`config.mk`:
```
export PLATFORM = sky130hd
export DESIGN_NAME = sram_march_tester
export DESIGN_NICKNAME = d
export VERILOG_FILES = /design/src/rtl/sram_march_tester.sv
export SDC_FILE = /design/constraint.sdc
export NUM_CORES = 1
export LEC_CHECK = 0
export CAP_MARGIN = 20
export CORE_MARGIN = 3
export CORE_UTILIZATION = 33
export DETAILED_ROUTE_END_ITERATION = 8
export GPL_TIMING_DRIVEN = 0
export PLACE_DENSITY = 0.6
export SKIP_LAST_GASP = 1
export SLEW_MARGIN = 5
export SYNTH_ARGS = -nofsm -noshare
export SYNTH_HDL_FRONTEND = slang
export SYNTH_SLANG_ARGS = --single-unit
```
`constraint.sdc`:
```
create_clock -name clk -period 2.61 [get_ports clk]
set_input_delay 0.522 -clock clk [delete_from_list [all_inputs] [get_ports clk]]
set_output_delay 0.522 -clock clk [all_outputs]
set_load 0.1 [all_outputs]
```
`src/rtl/sram_march_tester.sv`:
```
// March-style self-test engine for the 256Kx16 SRAM controller port: write pattern, read back, compare.
// Optional build macro SRAM_TEST_LFSR_EN selects an LFSR pattern instead of addr ^ seed.
module sram_march_tester #(
   parameter logic [17:0] ADDR_LO = 18'h00000,
   parameter logic [17:0] ADDR_HI = 18'h3FFFF,
   parameter int unsigned TIMEOUT = 255
) (
   input  logic        clk,
   input  logic        reset,
   input  logic        start,
   input  logic [15:0] seed,
   output logic        busy,
   output logic        done,
   output logic        pass,
   output logic        timeout,
   output logic [15:0] err_count,
   output logic [17:0] first_err_addr,
   output logic        mem,
   output logic        rw,
   output logic [17:0] addr,
   output logic [15:0] data_f2s,
   input  logic        ready,
   input  logic [15:0] data_s2f_r
);

   localparam int unsigned TW = (TIMEOUT > 1) ? $clog2(TIMEOUT) : 1;

   typedef enum logic [2:0] {
      StIdle, StWrIssue, StWrWait, StRdIssue, StRdWait, StCheck, StDone
   } state_e;

   state_e        state_q, state_d;
   logic [17:0]   cur_addr_q, cur_addr_d;
   logic [15:0]   seed_q, seed_d;
   logic [15:0]   err_q, err_d;
   logic [17:0]   first_q, first_d;
   logic          timeout_q, timeout_d;
   logic [TW-1:0] tcnt_q, tcnt_d;
   logic          mem_q, mem_d;
   logic          rw_q, rw_d;
   logic [17:0]   addr_q, addr_d;
   logic [15:0]   data_q, data_d;
   logic [15:0]   pattern;
   logic          wait_ready, wait_tmo, last;

   // The first wait cycle is ignored: the controller drops ready only after accepting.
   assign wait_ready = (tcnt_q != '0) && ready;
   assign wait_tmo   = !wait_ready && (tcnt_q == TW'(TIMEOUT - 1));
   assign last       = (cur_addr_q == ADDR_HI);

`ifdef SRAM_TEST_LFSR_EN
   logic [15:0] lfsr_q, lfsr_d;

   // Fibonacci LFSR, taps 16,14,13,11; a zero seed would lock up, so it is substituted.
   always_comb begin
      lfsr_d = lfsr_q;
      if ((state_q == StIdle || state_q == StDone) && start) begin
         lfsr_d = (seed == '0) ? 16'hACE1 : seed;
      end else if (state_q == StWrWait && wait_ready && last) begin
         lfsr_d = (seed_q == '0) ? 16'hACE1 : seed_q;
      end else if ((state_q == StWrWait && wait_ready) || state_q == StCheck) begin
         lfsr_d = {lfsr_q[0] ^ lfsr_q[2] ^ lfsr_q[3] ^ lfsr_q[5], lfsr_q[15:1]};
      end
   end

   always_ff @(posedge clk or negedge reset) begin
      if (!reset) lfsr_q <= '0;
      else        lfsr_q <= lfsr_d;
   end

   assign pattern = lfsr_q;
`else
   assign pattern = cur_addr_q[15:0] ^ seed_q;
`endif

   always_ff @(posedge clk or negedge reset) begin
      if (!reset) state_q <= StIdle;
      else        state_q <= state_d;
   end

   always_comb begin
      state_d = state_q;
      case (state_q)
         StIdle, StDone: if (start) state_d = StWrIssue;
         StWrIssue:      if (ready) state_d = StWrWait;
         StWrWait: begin
            if (wait_ready)    state_d = last ? StRdIssue : StWrIssue;
            else if (wait_tmo) state_d = StDone;
         end
         StRdIssue:      if (ready) state_d = StRdWait;
         StRdWait: begin
            if (wait_ready)    state_d = StCheck;
            else if (wait_tmo) state_d = StDone;
         end
         StCheck:        state_d = last ? StDone : StRdIssue;
         default:        state_d = StIdle;
      endcase
   end

   always_comb begin
      cur_addr_d = cur_addr_q;
      seed_d     = seed_q;
      err_d      = err_q;
      first_d    = first_q;
      timeout_d  = timeout_q;
      tcnt_d     = tcnt_q;
      mem_d      = 1'b0;
      rw_d       = rw_q;
      addr_d     = addr_q;
      data_d     = data_q;
      case (state_q)
         StIdle, StDone: begin
            if (start) begin
               seed_d     = seed;
               err_d      = '0;
               first_d    = '0;
               timeout_d  = 1'b0;
               cur_addr_d = ADDR_LO;
            end
         end
         StWrIssue: begin
            if (ready) begin
               mem_d  = 1'b1;
               rw_d   = 1'b0;
               addr_d = cur_addr_q;
               data_d = pattern;
               tcnt_d = '0;
            end
         end
         StWrWait: begin
            tcnt_d = tcnt_q + 1'b1;
            if (wait_ready) begin
               cur_addr_d = last ? ADDR_LO : cur_addr_q + 18'd1;
            end else if (wait_tmo) begin
               timeout_d = 1'b1;
            end
         end
         StRdIssue: begin
            if (ready) begin
               mem_d  = 1'b1;
               rw_d   = 1'b1;
               addr_d = cur_addr_q;
               tcnt_d = '0;
            end
         end
         StRdWait: begin
            tcnt_d = tcnt_q + 1'b1;
            if (wait_tmo) timeout_d = 1'b1;
         end
         StCheck: begin
            if (data_s2f_r != pattern) begin
               if (err_q != 16'hFFFF) err_d = err_q + 16'd1;
               if (err_q == '0)       first_d = cur_addr_q;
            end
            if (!last) cur_addr_d = cur_addr_q + 18'd1;
         end
         default: ;
      endcase
   end

   always_ff @(posedge clk or negedge reset) begin
      if (!reset) begin
         cur_addr_q <= '0;
         seed_q     <= '0;
         err_q      <= '0;
         first_q    <= '0;
         timeout_q  <= 1'b0;
         tcnt_q     <= '0;
         mem_q      <= 1'b0;
         rw_q       <= 1'b0;
         addr_q     <= '0;
         data_q     <= '0;
      end else begin
         cur_addr_q <= cur_addr_d;
         seed_q     <= seed_d;
         err_q      <= err_d;
         first_q    <= first_d;
         timeout_q  <= timeout_d;
         tcnt_q     <= tcnt_d;
         mem_q      <= mem_d;
         rw_q       <= rw_d;
         addr_q     <= addr_d;
         data_q     <= data_d;
      end
   end

   assign busy           = (state_q != StIdle) && (state_q != StDone);
   assign done           = (state_q == StDone);
   assign pass           = done && (err_q == '0) && !timeout_q;
   assign timeout        = timeout_q;
   assign err_count      = err_q;
   assign first_err_addr = first_q;
   assign mem            = mem_q;
   assign rw             = rw_q;
   assign addr           = addr_q;
   assign data_f2s       = data_q;

endmodule

```
### Yosys cells after proc, flatten, opt, wreduce, memory -nomap -nowiden

Index checks and enable logic that the tools add are counted.

* bits in writable memories: 0
* bits of input ports: 36
* ROM bits: 0
* output and inout bits: 74
* logic and storage cells: 97
* latch bits: 0
* register bits: 116
* memories: 0

* div/mod/pow operators: 0
* multiplexer cells: 32
* reduce and logical (&&, ||, !) cells: 29
* add/sub/neg operators: 3
* $mul: 0
* magnitude comparators: 0
* bitwise logic cells: 1
* shift operators: 0
* equality and inequality tests: 21

Operator list (count)
* 18-bit two-way mux: 6
* 18-bit one-hot mux with 3 select lines: 1
* 16-bit two-way mux: 3
* 18-bit one-hot mux with 2 select lines: 1
* 16-bit one-hot mux with 2 select lines: 1
* 3-bit two-way mux: 7
* 18-bit by 1-bit adder with 18-bit output (second input constant): 1
* 18-bit equality test (second input constant): 1
* 2-bit != test (second input constant): 9
* 3-bit one-hot mux with 6 select lines: 1
* 16-bit by 1-bit adder with 16-bit output (second input constant): 1
* 16-bit logical NOT: 1
* 16-bit != test: 1
* 16-bit != test (second input constant): 1
* 8-bit one-hot mux with 2 select lines: 1
* 16-bit bitwise XOR: 1
* 4-bit AND reduction: 3
* 3-bit equality test (second input constant): 3
* 3-bit AND reduction: 3
* 3-bit nonzero test: 3
* 8-bit by 1-bit adder with 8-bit output (second input constant): 1
* 8-bit equality test (second input constant): 1
* 8-bit two-way mux: 1
* 2-bit AND reduction: 4
* 14 further kinds: 30

### Logic depth before layout (Yosys ltp)

* depth after elaboration: 7
* depth in mapped cells: 10
* mapped depth without buffers: 7

### Least setup slack after synthesis

Ideal clock, no wire load.

* path kind: flip-flop to output port
* start: register state_q[2]
* end: output port pass
* path slack: -2123 ps
* cell stages (with the launch flop): 6
* arrival: 4211 ps
* path buffers: 3
* cell sequence: dfrtp_1 -> clkbuf_1 -> clkbuf_1 -> clkbuf_1 -> and2_1 -> nor3b_1

* word-level cells in the longest chain between the ends: 3

Ends and longest elaborated chain
* start, declared: line 32 `state_e state_q, state_d;`
* start signal, assigned: line 77 `if (!reset) state_q <= StIdle;`
* start signal, assigned: line 78 `else state_q <= state_d;`
* 3-bit equality test: line 188 `assign done = (state_q == StDone);`
* net done: line 13 `output logic done,`
* 1-bit logical AND (2 in a row): line 189 `assign pass = done && (err_q == '0) && !timeout_q;`
* end, declared: line 14 `output logic pass,`

The timed path passes the listed nets, and every way through them passes these cells.

### Worst setup path in the final report

* start: register err_q[13] (netlist: err_count[13])
* end: output port err_count[13]

RTL lines
* start, declared: line 35 `logic [15:0] err_q, err_d;`
* start signal, assigned: line 176 `err_q <= err_d;`
* end, declared: line 16 `output logic [15:0] err_count,`

No word-level cell between the ends.

==> reports/results.txt <==
Crit-path max cell delay - 1.17 ns
Clk pin slew, worst setup/hold paths - 0.05 ns
Status - completed
Fin crit period - 2.584 ns
Fillers - 1562
H-tree depth - 4
Syn. warnings - 0
Leakage - 3.361 nW
Worst hold margin - 0.01680 ns
Drt drc - 0
Yosys cell types - 54
Dominant synthesized flop cell - dfrtp_1
Antenna-violating nets left - 0
Critical path class - flop to output port
Commonest non-fill, non-tap cells in the layout - clkdlybuf4s50_1, dfrtp_1, nand2_1
Pre-antenna DRT Iters - 5
CTS tree - done
Placed inst area - 0.007184 mm^2
Clock Path Buffers - 2
DR vias - 5182
Worst endpoint required time - 2.09 ns
Pwr dens - 1162 mW/mm^2
RSZ-0062 raised after global routing - true
Sequential area share after synthesis - 50.66%
Max_cap viols - 0
Io pins - 110
1st-iter DRT viols - 410
Synth Register Bits - 116
FFs w/ async S/R, synth - 100.0%
Initial Util - 34.19%
Global-route wire length before repair - 27.70 mm
Crit Path Max Fanout - 6
Die X - 137.8 um
Sum Neg Setup Slack - 0 ns
Net Sw Frac - 44.60%
Final setup violation count - 0
Most common cell after layout, fill and taps aside - clkdlybuf4s50_1
Vias per cell - 5.392
Hold buffers post-CTS - 0
Mapped Area - 0.005730 mm^2
Largest net degree at the start of global routing - 78
Die area - 0.01898 mm^2
Vias in the first global route - 5160
Post-synth EDFFs - 0
Cell-internal power - 5.156 mW
Total global routing track utilization - 18.99%
FMAX - 387.0 MHz
CTS buffer count - 17
Buf+Inv Stages, Crit Path - 1
Design Area, Final - 0.008009 mm^2
Max VDD drop - 0.0009690 V
Slew margin rel. - 32.94%
Seq pwr share - 27.0%
Net Count, Synth - 644
Slew Limit Fails - 0
Hpwl dp - 12.21 mm
Clk sinks - 116
Min-Delay Path Class - input port to async pin
NumNets Final - 770
Synthesized instance count - 602
Crit-path cells - clkdlybuf4s50_1
CP top delay family - buffers and inverters
Worst slew pin tran - 1.003 ns
Startpoint types - flop
Port-buffer cells - 109
Clk_lat worst skew - 0.43 ns
Area Overhead vs Synth - 39.76%
Switching Power - 4.151 mW
Footprint of the multi-input gates - 0.002783 mm^2
Final WL - 17.60 mm
Die span in y - 137.8 um
Share of post-route cells with drive strength above 1 - 16.87%
Crit. End Element - output port
Clock root buffer - clkbuf_16
Worst Skew - 0.01079 ns
Critical-path top delay cell - clkdlybuf4s50_1
Clk pwr share - 26.8%
Final Hold Violating Endpoints - 0
Arrival time worst endpoint - 2.06 ns
N_diodes - 0
Post-synthesis average cell area - 9.519 um^2
Fin crit share - 99.00%
Comb power frac - 46.2%
Core area - 0.01676 mm^2
Reg area - 0.002932 mm^2
Final Util - 47.79%
Detail-routed net length per standard cell - 18.31 um
RePlAce Congestion - 0.8623
GRT Residual Overflow - 0
Row Count - 47
Initial antenna violation count - 0
[cells in the mapped netlist (all sizes together), types with 2 or more instances]
library cell	n	area share (%)
o311ai	3	0.46
and3	7	0.85
nand2b	10	1.1
nor2b	3	0.33
clkbuf	30	2.0
a41oi	4	0.61
o21a	2	0.26
and4	2	0.31
a22o	19	2.9
nor4	6	0.66
ha	6	1.3
nand4b	3	0.46
inv	12	0.79
o21ai	25	2.2
nand4	10	1.1
o31ai	5	0.66
and2	3	0.33
a21oi	43	3.8
or4	3	0.39
o211ai	4	0.52
mux2i	3	0.52
a21o	2	0.26
nor3b	2	0.26
mux2	18	3.5
nor3	14	1.2
buf	8	0.96
dfrtp	116	51
xor2	14	2.1
a31oi	26	2.8
or2	2	0.22
nor2	45	2.9
nand3	21	1.9
xnor2	22	3.4
nand2	94	6.2
[final timing paths]
check	from	endpoint	slack, ns	cells after the start
setup / recovery	err_count[13]	err_count[13]	0.03	1
hold / removal	reset	tcnt_q[7]	0.02	1
setup reg to reg	cur_addr_q[4]	first_err_addr[11]	0.09	7
hold reg to reg	addr[7]	addr[7]	0.48	2
max in group asynchronous	reset	cur_addr_q[0]	1.85	2
min in group clk	addr[7]	addr[7]	0.48	2
[area by class of cell]
class | instances | area share, %
sequential | 116 | 36.60
multi-input combinational | 435 | 34.74
timing repair buffer | 119 | 15.08
clock buffer | 20 | 5.577
tap | 220 | 3.437
clock inverter | 12 | 2.234
buffer | 26 | 1.687
inverter | 13 | 0.6405
[sequential cells by signal, indices dropped and copies added (netlist names), 3 cells and up]
register and count:
addr 18, cur_addr_q 18, first_err_addr 18, data_f2s 16, err_count 16, seed_q 16
tcnt_q 8, state_q 3
[kinds of logic after synthesis]
group           share of synthesized area (%)
mux                                     4.061
fa+ha+maj                               1.310
buf+inv                                 3.777
xor+xnor                                5.502
flops                                   50.65
compound gates                          15.74
simple gates                            18.95
[per-stage QoR]
| step | worst slack, ns | std cells | power [mW] |
|---|---|---|---|
| final | 0.02616 | 961 | 9.306 |
| after global routing | -0.04215 | 961 | 9.754 |
| after CTS | -0.1506 | 961 | 9.202 |
| after detailed placement | -0.5412 | 933 | 6.594 |
| after global placement | -4.353 | 931 | 6.519 |
| after floorplan | 0.0009126 | 602 | 5.500 |
[power groups by stage]
stage          Combinational, mW  Sequential [mW]  Clock, mW
6_report                    4.30             2.52       2.49
3_5_place_dp                4.11             2.49          0
3_3_place_gp                4.04             2.48          0
5_1_grt                     4.60             2.56       2.60
2_1_floorplan               1.82             3.68          0
4_1_cts                     4.19             2.48       2.53
[per-layer routing]
layer,GRT usage (%),share of wire (%)
met1,24.83,44
met5,0,0
met2,29.50,47
met3,6.465,7.2
met4,6.476,1.7
[what timing repair did]
item / in CTS / in global routing
endpoints found under the setup margin: 81 / 84
gates cloned: 0 / 1
resized for setup: 34 / 30
setup buffers: 3 / 4
pin swaps: 4 / 5
(Power assumes the default switching activity.)
